<file path="config.mk">
export PLATFORM = sky130hd
export DESIGN_NAME = uart_alu_frame_ctl_flat
export DESIGN_NICKNAME = d
export VERILOG_FILES = /design/src/rtl/uart_alu_frame_ctl_if.sv /design/src/rtl/uart_alu_frame_ctl.sv /design/src/flat_wrapper.sv
export SDC_FILE = /design/constraint.sdc
export NUM_CORES = 1
export LEC_CHECK = 0
export BUFFER_PORTS_ARGS = -buffer_cell sky130_fd_sc_hd__buf_4
export CAP_MARGIN = 30
export CORE_MARGIN = 3
export CORE_UTILIZATION = 50
export CTS_CLUSTER_DIAMETER = 40
export DETAILED_ROUTE_END_ITERATION = 6
export PLACE_DENSITY = 0.82
export SLEW_MARGIN = 25
export SYNTH_ARGS = -nofsm -noshare
export SYNTH_HDL_FRONTEND = slang
export SYNTH_SLANG_ARGS = --single-unit
</file>
<file path="constraint.sdc">
create_clock -name clk -period 2.2 [get_ports clk]
set_input_delay 0 -clock clk [delete_from_list [all_inputs] [get_ports clk]]
set_output_delay 0 -clock clk [all_outputs]
set_load 0.02 [all_outputs]
</file>
<file path="src/rtl/uart_alu_frame_ctl_if.sv">
// Handshake bundle between the frame sequencer and its UART receiver/transmitter and ALU.
// master: the sequencer; slave: the UART/ALU side.
interface uart_alu_frame_ctl_if #(
    parameter int unsigned DATA_W = 8
);
    logic              rx_d_val;
    logic [7:0]        rx_data;
    logic              tx_d_end;
    logic              tx_start;
    logic [7:0]        tx_data;
    logic [DATA_W-1:0] alu_data_a;
    logic [DATA_W-1:0] alu_data_b;
    logic [2:0]        alu_cs;
    logic              alu_cin;
    logic              alu_start;
    logic              alu_done;
    logic [DATA_W-1:0] alu_res;
    logic [7:0]        alu_flags;
    logic              en_rx;
    logic              busy;
    logic              err_timeout;

    modport master (
        input  rx_d_val, rx_data, tx_d_end, alu_done, alu_res, alu_flags,
        output tx_start, tx_data, alu_data_a, alu_data_b, alu_cs, alu_cin, alu_start,
               en_rx, busy, err_timeout
    );

    modport slave (
        output rx_d_val, rx_data, tx_d_end, alu_done, alu_res, alu_flags,
        input  tx_start, tx_data, alu_data_a, alu_data_b, alu_cs, alu_cin, alu_start,
               en_rx, busy, err_timeout
    );
endinterface

</file>
<file path="src/rtl/uart_alu_frame_ctl.sv">
// UART-to-ALU sequencer: collects an A/B/opcode frame, starts the ALU, then returns the
// result bytes (LSB first) followed by the flags byte through the transmitter.
module uart_alu_frame_ctl #(
    parameter int unsigned DATA_W      = 8,
    parameter int unsigned TIMEOUT_CYC = 1000000
) (
    input logic                  clk,
    input logic                  rst_n,
    uart_alu_frame_ctl_if.master bus_io
);
    localparam int unsigned NB   = DATA_W / 8;
    localparam int unsigned CntW = (NB > 1) ? $clog2(NB) : 1;
    localparam int unsigned TxW  = $clog2(NB + 2);
    localparam int unsigned TmoW = $clog2(TIMEOUT_CYC + 2);

    localparam logic [CntW-1:0] LastByte = CntW'(NB - 1);
    localparam logic [TxW-1:0]  LastTx   = TxW'(NB);
    localparam logic [TmoW-1:0] TmoLast  = TmoW'(TIMEOUT_CYC - 1);

    typedef enum logic [2:0] {
        StRxA, StRxB, StRxOp, StStart, StAluWait, StTxByte, StTxWait
    } state_e;

    state_e            state_q;
    logic [CntW-1:0]   cnt_q;
    logic [TxW-1:0]    txcnt_q;
    logic [TmoW-1:0]   tmo_q;
    logic [DATA_W-1:0] a_q, b_q, shreg_q;
    logic [2:0]        cs_q;
    logic              cin_q, alu_start_q, tx_start_q, en_rx_q, err_q;
    logic [7:0]        tx_data_q;

    logic              rx_phase, frame_open, tmo_hit, rx_acc;
    logic [DATA_W-1:0] slot_d;
    logic [DATA_W+7:0] cap;

    always_comb begin
        rx_phase   = (state_q == StRxA) || (state_q == StRxB) || (state_q == StRxOp);
        frame_open = rx_phase && !((state_q == StRxA) && (cnt_q == '0));
        tmo_hit    = (TIMEOUT_CYC != 0) && frame_open && (tmo_q == TmoLast);
        // Expiry wins over a byte arriving in the same cycle.
        rx_acc     = rx_phase && bus_io.rx_d_val && !tmo_hit;
        slot_d     = (state_q == StRxB) ? b_q : a_q;
        for (int unsigned i = 0; i < NB; i++) begin
            if (cnt_q == CntW'(i)) slot_d[8*i +: 8] = bus_io.rx_data;
        end
    end

    assign cap = {bus_io.alu_flags, bus_io.alu_res};

    always_ff @(posedge clk or posedge rst_n) begin
        if (rst_n) begin
            state_q     <= StRxA;
            cnt_q       <= '0;
            txcnt_q     <= '0;
            tmo_q       <= '0;
            a_q         <= '0;
            b_q         <= '0;
            shreg_q     <= '0;
            cs_q        <= '0;
            cin_q       <= 1'b0;
            alu_start_q <= 1'b0;
            tx_start_q  <= 1'b0;
            tx_data_q   <= '0;
            en_rx_q     <= 1'b1;
            err_q       <= 1'b0;
        end else begin
            alu_start_q <= 1'b0;
            tx_start_q  <= 1'b0;
            err_q       <= 1'b0;

            if (rx_acc || !frame_open) begin
                tmo_q <= '0;
            end else if (TIMEOUT_CYC != 0) begin
                tmo_q <= tmo_q + 1'b1;
            end

            if (tmo_hit) begin
                // Partial operand contents are kept; only the frame position restarts.
                err_q   <= 1'b1;
                cnt_q   <= '0;
                tmo_q   <= '0;
                state_q <= StRxA;
            end else begin
                case (state_q)
                    StRxA, StRxB: begin
                        if (rx_acc) begin
                            if (state_q == StRxA) a_q <= slot_d;
                            else                  b_q <= slot_d;
                            if (cnt_q == LastByte) begin
                                cnt_q   <= '0;
                                state_q <= (state_q == StRxA) ? StRxB : StRxOp;
                            end else begin
                                cnt_q <= cnt_q + 1'b1;
                            end
                        end
                    end
                    StRxOp: begin
                        if (rx_acc) begin
                            cs_q        <= bus_io.rx_data[2:0];
                            cin_q       <= bus_io.rx_data[3];
                            en_rx_q     <= 1'b0;
                            alu_start_q <= 1'b1;
                            state_q     <= StStart;
                        end
                    end
                    StStart: state_q <= StAluWait;
                    StAluWait: begin
                        if (bus_io.alu_done) begin
                            shreg_q    <= cap[DATA_W+7:8];
                            tx_data_q  <= bus_io.alu_res[7:0];
                            tx_start_q <= 1'b1;
                            txcnt_q    <= '0;
                            state_q    <= StTxByte;
                        end
                    end
                    StTxByte: state_q <= StTxWait;
                    StTxWait: begin
                        if (bus_io.tx_d_end) begin
                            if (txcnt_q == LastTx) begin
                                en_rx_q <= 1'b1;
                                state_q <= StRxA;
                            end else begin
                                // Next byte is issued straight away so tx_start trails
                                // tx_d_end by a single cycle.
                                txcnt_q    <= txcnt_q + 1'b1;
                                tx_data_q  <= shreg_q[7:0];
                                shreg_q    <= shreg_q >> 8;
                                tx_start_q <= 1'b1;
                                state_q    <= StTxByte;
                            end
                        end
                    end
                    default: state_q <= StRxA;
                endcase
            end
        end
    end

    assign bus_io.tx_start    = tx_start_q;
    assign bus_io.tx_data     = tx_data_q;
    assign bus_io.alu_data_a  = a_q;
    assign bus_io.alu_data_b  = b_q;
    assign bus_io.alu_cs      = cs_q;
    assign bus_io.alu_cin     = cin_q;
    assign bus_io.alu_start   = alu_start_q;
    assign bus_io.en_rx       = en_rx_q;
    assign bus_io.busy        = !((state_q == StRxA) && (cnt_q == '0));
    assign bus_io.err_timeout = err_q;
endmodule

</file>
<file path="src/flat_wrapper.sv">
// flat-port wrapper written by rule: the top's interface ports become plain ports
module uart_alu_frame_ctl_flat 
#(
    parameter int unsigned DATA_W      = 8,
    parameter int unsigned TIMEOUT_CYC = 1000000
)
  (clk, rst_n, bus_io_rx_d_val, bus_io_rx_data, bus_io_tx_d_end, bus_io_alu_done, bus_io_alu_res, bus_io_alu_flags, bus_io_tx_start, bus_io_tx_data, bus_io_alu_data_a, bus_io_alu_data_b, bus_io_alu_cs, bus_io_alu_cin, bus_io_alu_start, bus_io_en_rx, bus_io_busy, bus_io_err_timeout);
  uart_alu_frame_ctl_if #(.DATA_W(DATA_W)) bus_io_i ();
  input logic clk;
  input logic rst_n;
  input wire logic [$bits(bus_io_i.rx_d_val)-1:0] bus_io_rx_d_val;
  input wire logic [$bits(bus_io_i.rx_data)-1:0] bus_io_rx_data;
  input wire logic [$bits(bus_io_i.tx_d_end)-1:0] bus_io_tx_d_end;
  input wire logic [$bits(bus_io_i.alu_done)-1:0] bus_io_alu_done;
  input wire logic [$bits(bus_io_i.alu_res)-1:0] bus_io_alu_res;
  input wire logic [$bits(bus_io_i.alu_flags)-1:0] bus_io_alu_flags;
  output wire logic [$bits(bus_io_i.tx_start)-1:0] bus_io_tx_start;
  output wire logic [$bits(bus_io_i.tx_data)-1:0] bus_io_tx_data;
  output wire logic [$bits(bus_io_i.alu_data_a)-1:0] bus_io_alu_data_a;
  output wire logic [$bits(bus_io_i.alu_data_b)-1:0] bus_io_alu_data_b;
  output wire logic [$bits(bus_io_i.alu_cs)-1:0] bus_io_alu_cs;
  output wire logic [$bits(bus_io_i.alu_cin)-1:0] bus_io_alu_cin;
  output wire logic [$bits(bus_io_i.alu_start)-1:0] bus_io_alu_start;
  output wire logic [$bits(bus_io_i.en_rx)-1:0] bus_io_en_rx;
  output wire logic [$bits(bus_io_i.busy)-1:0] bus_io_busy;
  output wire logic [$bits(bus_io_i.err_timeout)-1:0] bus_io_err_timeout;
  assign bus_io_i.rx_d_val = bus_io_rx_d_val;
  assign bus_io_i.rx_data = bus_io_rx_data;
  assign bus_io_i.tx_d_end = bus_io_tx_d_end;
  assign bus_io_i.alu_done = bus_io_alu_done;
  assign bus_io_i.alu_res = bus_io_alu_res;
  assign bus_io_i.alu_flags = bus_io_alu_flags;
  assign bus_io_tx_start = bus_io_i.tx_start;
  assign bus_io_tx_data = bus_io_i.tx_data;
  assign bus_io_alu_data_a = bus_io_i.alu_data_a;
  assign bus_io_alu_data_b = bus_io_i.alu_data_b;
  assign bus_io_alu_cs = bus_io_i.alu_cs;
  assign bus_io_alu_cin = bus_io_i.alu_cin;
  assign bus_io_alu_start = bus_io_i.alu_start;
  assign bus_io_en_rx = bus_io_i.en_rx;
  assign bus_io_busy = bus_io_i.busy;
  assign bus_io_err_timeout = bus_io_i.err_timeout;
  uart_alu_frame_ctl #(.DATA_W(DATA_W), .TIMEOUT_CYC(TIMEOUT_CYC)) u_core (.clk(clk), .rst_n(rst_n), .bus_io(bus_io_i));
endmodule
</file>
==> flow_summary_export.csv <==
group,metric,value,unit
cts,root_buffer,"clkbuf_8",
global_routing,grt.total_usage,24.37,%
synthesis,async_flop_share,100.0,%
cts,path_clk_slew,80,ps
floorplan,die_y,81.67,um
placement,io_buffer_count,61,
worst_setup_path,crit_type,"reg2reg",
floorplan,floorplan.initialDensity,53.66,%
power,p_leak,1.897,nW
synthesis,syn_nets,286,
routing,routed_wl,7.046,mm
sta,tns,0,ps
floorplan,io_pins,62,
global_routing,antenna_found_initial,0,
cells_and_area,fin_nets,379,
routing,detail-route-antenna-nets,0,
global_routing,gr-total-overflow,0,
outcome,violations,"hold timing",
sta,rsz0062_at_grt,"false",
routing,firstDrtPassIters,4,
power,vdd_drop_max,0.0009437,V
placement,dp_hpwl,4.198,mm
synthesis,synth_seq_cells,65,
cts,tritoncts,"built",
synthesis,seq_area_frac_synth,56.86,%
global_routing,grt_pass1_vias,2471,
outcome,status,"complete, but fails checks",
cts,htreeDepth,3,
worst_setup_path,worstSetupEndpointType,"flop",
routing,vias,2251,
cts,cts_buffer_depth,2,
synthesis,ys_types,41,
synthesis,ys_warn_count,0,
worst_setup_path,critPathRequiredTime,2420,ps
global_routing,grt_pass1_wl,12.05,mm
synthesis,synthCells,255,
routing,drc,0,
floorplan,die-area,0.006669,sq mm
cells_and_area,layout-drive-gt1-share,29.75,%
routing,routed_via_density,5.322,
sta,finalSetupViolCount,0,
worst_hold_path,worstHoldPathType,"in2reg",
cts,cts_resized,0,
sta,slew_headroom,55.81,%
global_routing,grt_max_degree,36,
synthesis,synthFlopType,"dfrtp_1",
cells_and_area,syn2layout_area_growth,35.10,%
floorplan,die_x,81.67,um
sta,hold_viol,1,
synthesis,synth_edf_count,0,
flow_run,max_cap_violations,0,
cts,cts_sinks,65,
worst_setup_path,worstPathArrival,2350,ps
cts,numCtsBuffers,9,
routing,wl_per_cell,16.66,um
floorplan,rows,26,
placement,gp_congestion,0.8383,
sta,tightestPinTransition,661.8,ps
routing,drt_iter0_drc,162,
synthesis,avgSynthCellArea,11.23,sq um
sta,drv_slew,0,
floorplan,core-area,0.005335,sq mm
sta,max_freq,0.4706,GHz
sta,period_share,96.58,%
worst_setup_path,startpoint_type,"flop",
sta,period_needed,2125,ps
cts,clk_latency,350,ps
synthesis,synthesis.area,0.002863,sq mm
worst_setup_path,crit_fanout,8,
sta,skew,13.27,ps
sta,whs,-0.5800,ps
cells_and_area,antenna_cells,0,
power,power_density,1235,mW/mm^2
## synthesized netlist by cell type (3+ instances only)
master,instances,area [sq um]
a21oi_1,4,20.02
and4_1,3,26.28
clkbuf_1,5,18.77
dfrtp_1,64,1602
inv_1,5,18.77
mux2_1,4,45.04
mux2_2,8,90.09
mux2_4,8,120.1
mux2i_1,8,80.08
nand2_1,32,120.1
nand2b_1,3,18.77
nand3_1,16,80.08
nand4_1,7,43.79
nor2_1,27,101.4
o21ai_0,12,60.06
or3_1,3,18.77
xnor2_1,3,26.28
xor2_1,15,131.4
## worst max-delay path: stages, from the launching register on
cell,delay [ps]
dfrtp_1,430
or3_1,400
nor4_2,330
and3_1,270
or3_4,250
mux2_4,320
## metal layers
metal,up-vias,track usage (%),part of all wire (%)
li1,1053,-,-
met1,1103,28.10,38
met2,81,42.02,55
met3,14,7.785,5.6
met4,0,9.801,1.8
met5,-,0,0
## cells in the final DEF, fill, tap and decap left out, types with 9 or more instances in the layout
master / count
dfrtp_1: 64
nor2_1: 27
o21ai_0: 12
buf_4: 66
xor2_1: 15
nand2_1: 32
nand3_1: 16
clkbuf_8: 9
dlygate4sd3_1: 24
## flip-flops by register name, summed over array words and instances (netlist names)
| name | flops |
|---|---|
| u_core.bus_io.alu_cin | 1 |
| u_core.bus_io.alu_cs | 3 |
| u_core.bus_io.alu_data_a | 8 |
| u_core.bus_io.alu_data_b | 8 |
| u_core.bus_io.alu_start | 1 |
| u_core.bus_io.en_rx | 1 |
| u_core.bus_io.err_timeout | 1 |
| u_core.bus_io.tx_data | 8 |
| u_core.bus_io.tx_start | 1 |
| u_core.shreg_q | 8 |
| u_core.state_q | 3 |
| u_core.tmo_q | 20 |
| u_core.txcnt_q | 2 |
## worst paths after layout
kind / from / endpoint / slack [ps] / cells past startpoint
worst max-delay path: u_core.tmo_q[8]$_DFF_PP0_ / u_core.bus_io.alu_data_b[1]$_DFFE_PP0P_ / 80 / 5
worst min-delay path: bus_io_alu_res[3] / u_core.bus_io.tx_data[3]$_DFFE_PP0P_ / -0.6 / 3
worst max register to register: u_core.tmo_q[8]$_DFF_PP0_ / u_core.bus_io.alu_data_b[1]$_DFFE_PP0P_ / 80 / 5
worst min register to register: u_core.shreg_q[3]$_DFFE_PP0P_ / u_core.shreg_q[3]$_DFFE_PP0P_ / 470 / 2
max in group asynchronous: rst_n / u_core.bus_io.en_rx$_DFFE_PP1P_ / 1230 / 4
min in group asynchronous: rst_n / u_core.tmo_q[11]$_DFF_PP0_ / 300 / 3
## final cells by class
cell class / instances / area, sq um
clock buffer: 10 / 127.6
clock inverter: 6 / 92.59
fill: 353 / 1468
inverter: 6 / 22.52
multi-input combinational: 175 / 1154
sequential: 65 / 1628
tap: 70 / 87.58
timing repair buffer: 91 / 755.7
## kinds of logic (layout without fill, tap and decap cells)
logic type	after synthesis	after routing	share of synthesized area, %
AO/OA/AOI/OAI	19	19	3.584
XOR/XNOR	18	18	5.507
adder cells (fa/ha/maj)	2	2	0.8740
buffers and inverters	15	113	2.841
flip-flops	65	65	56.86
multiplexers	28	28	11.71
AND/OR/NAND/NOR	108	108	18.62
## power breakdown
part | internal (mW) | switching, mW | total (mW)
clock network | 0.644 | 0.487 | 1.13
registers | 1.58 | 0.268 | 1.85
logic | 0.820 | 0.976 | 1.80
## through the flow
stage	setup WS, ps	util (%)	power, mW	std cells	area [sq um]
after CTS	89.06	72.49	4.735	423	3867
after detailed placement	106.0	63.86	3.560	383	3407
final	75.28	72.49	4.775	423	3867
after global routing	7.666	72.49	5.032	423	3867
after floorplan	218.6	-	2.883	255	2863
after global placement	190.5	63.86	3.499	383	3407
## repair_timing
action                                 in CTS  in global routing
hold buffers                               24                  0
endpoints found under the hold margin      66                  0
setup buffers                               0                  0
Note: power is estimated with default switching activity, not from simulation.
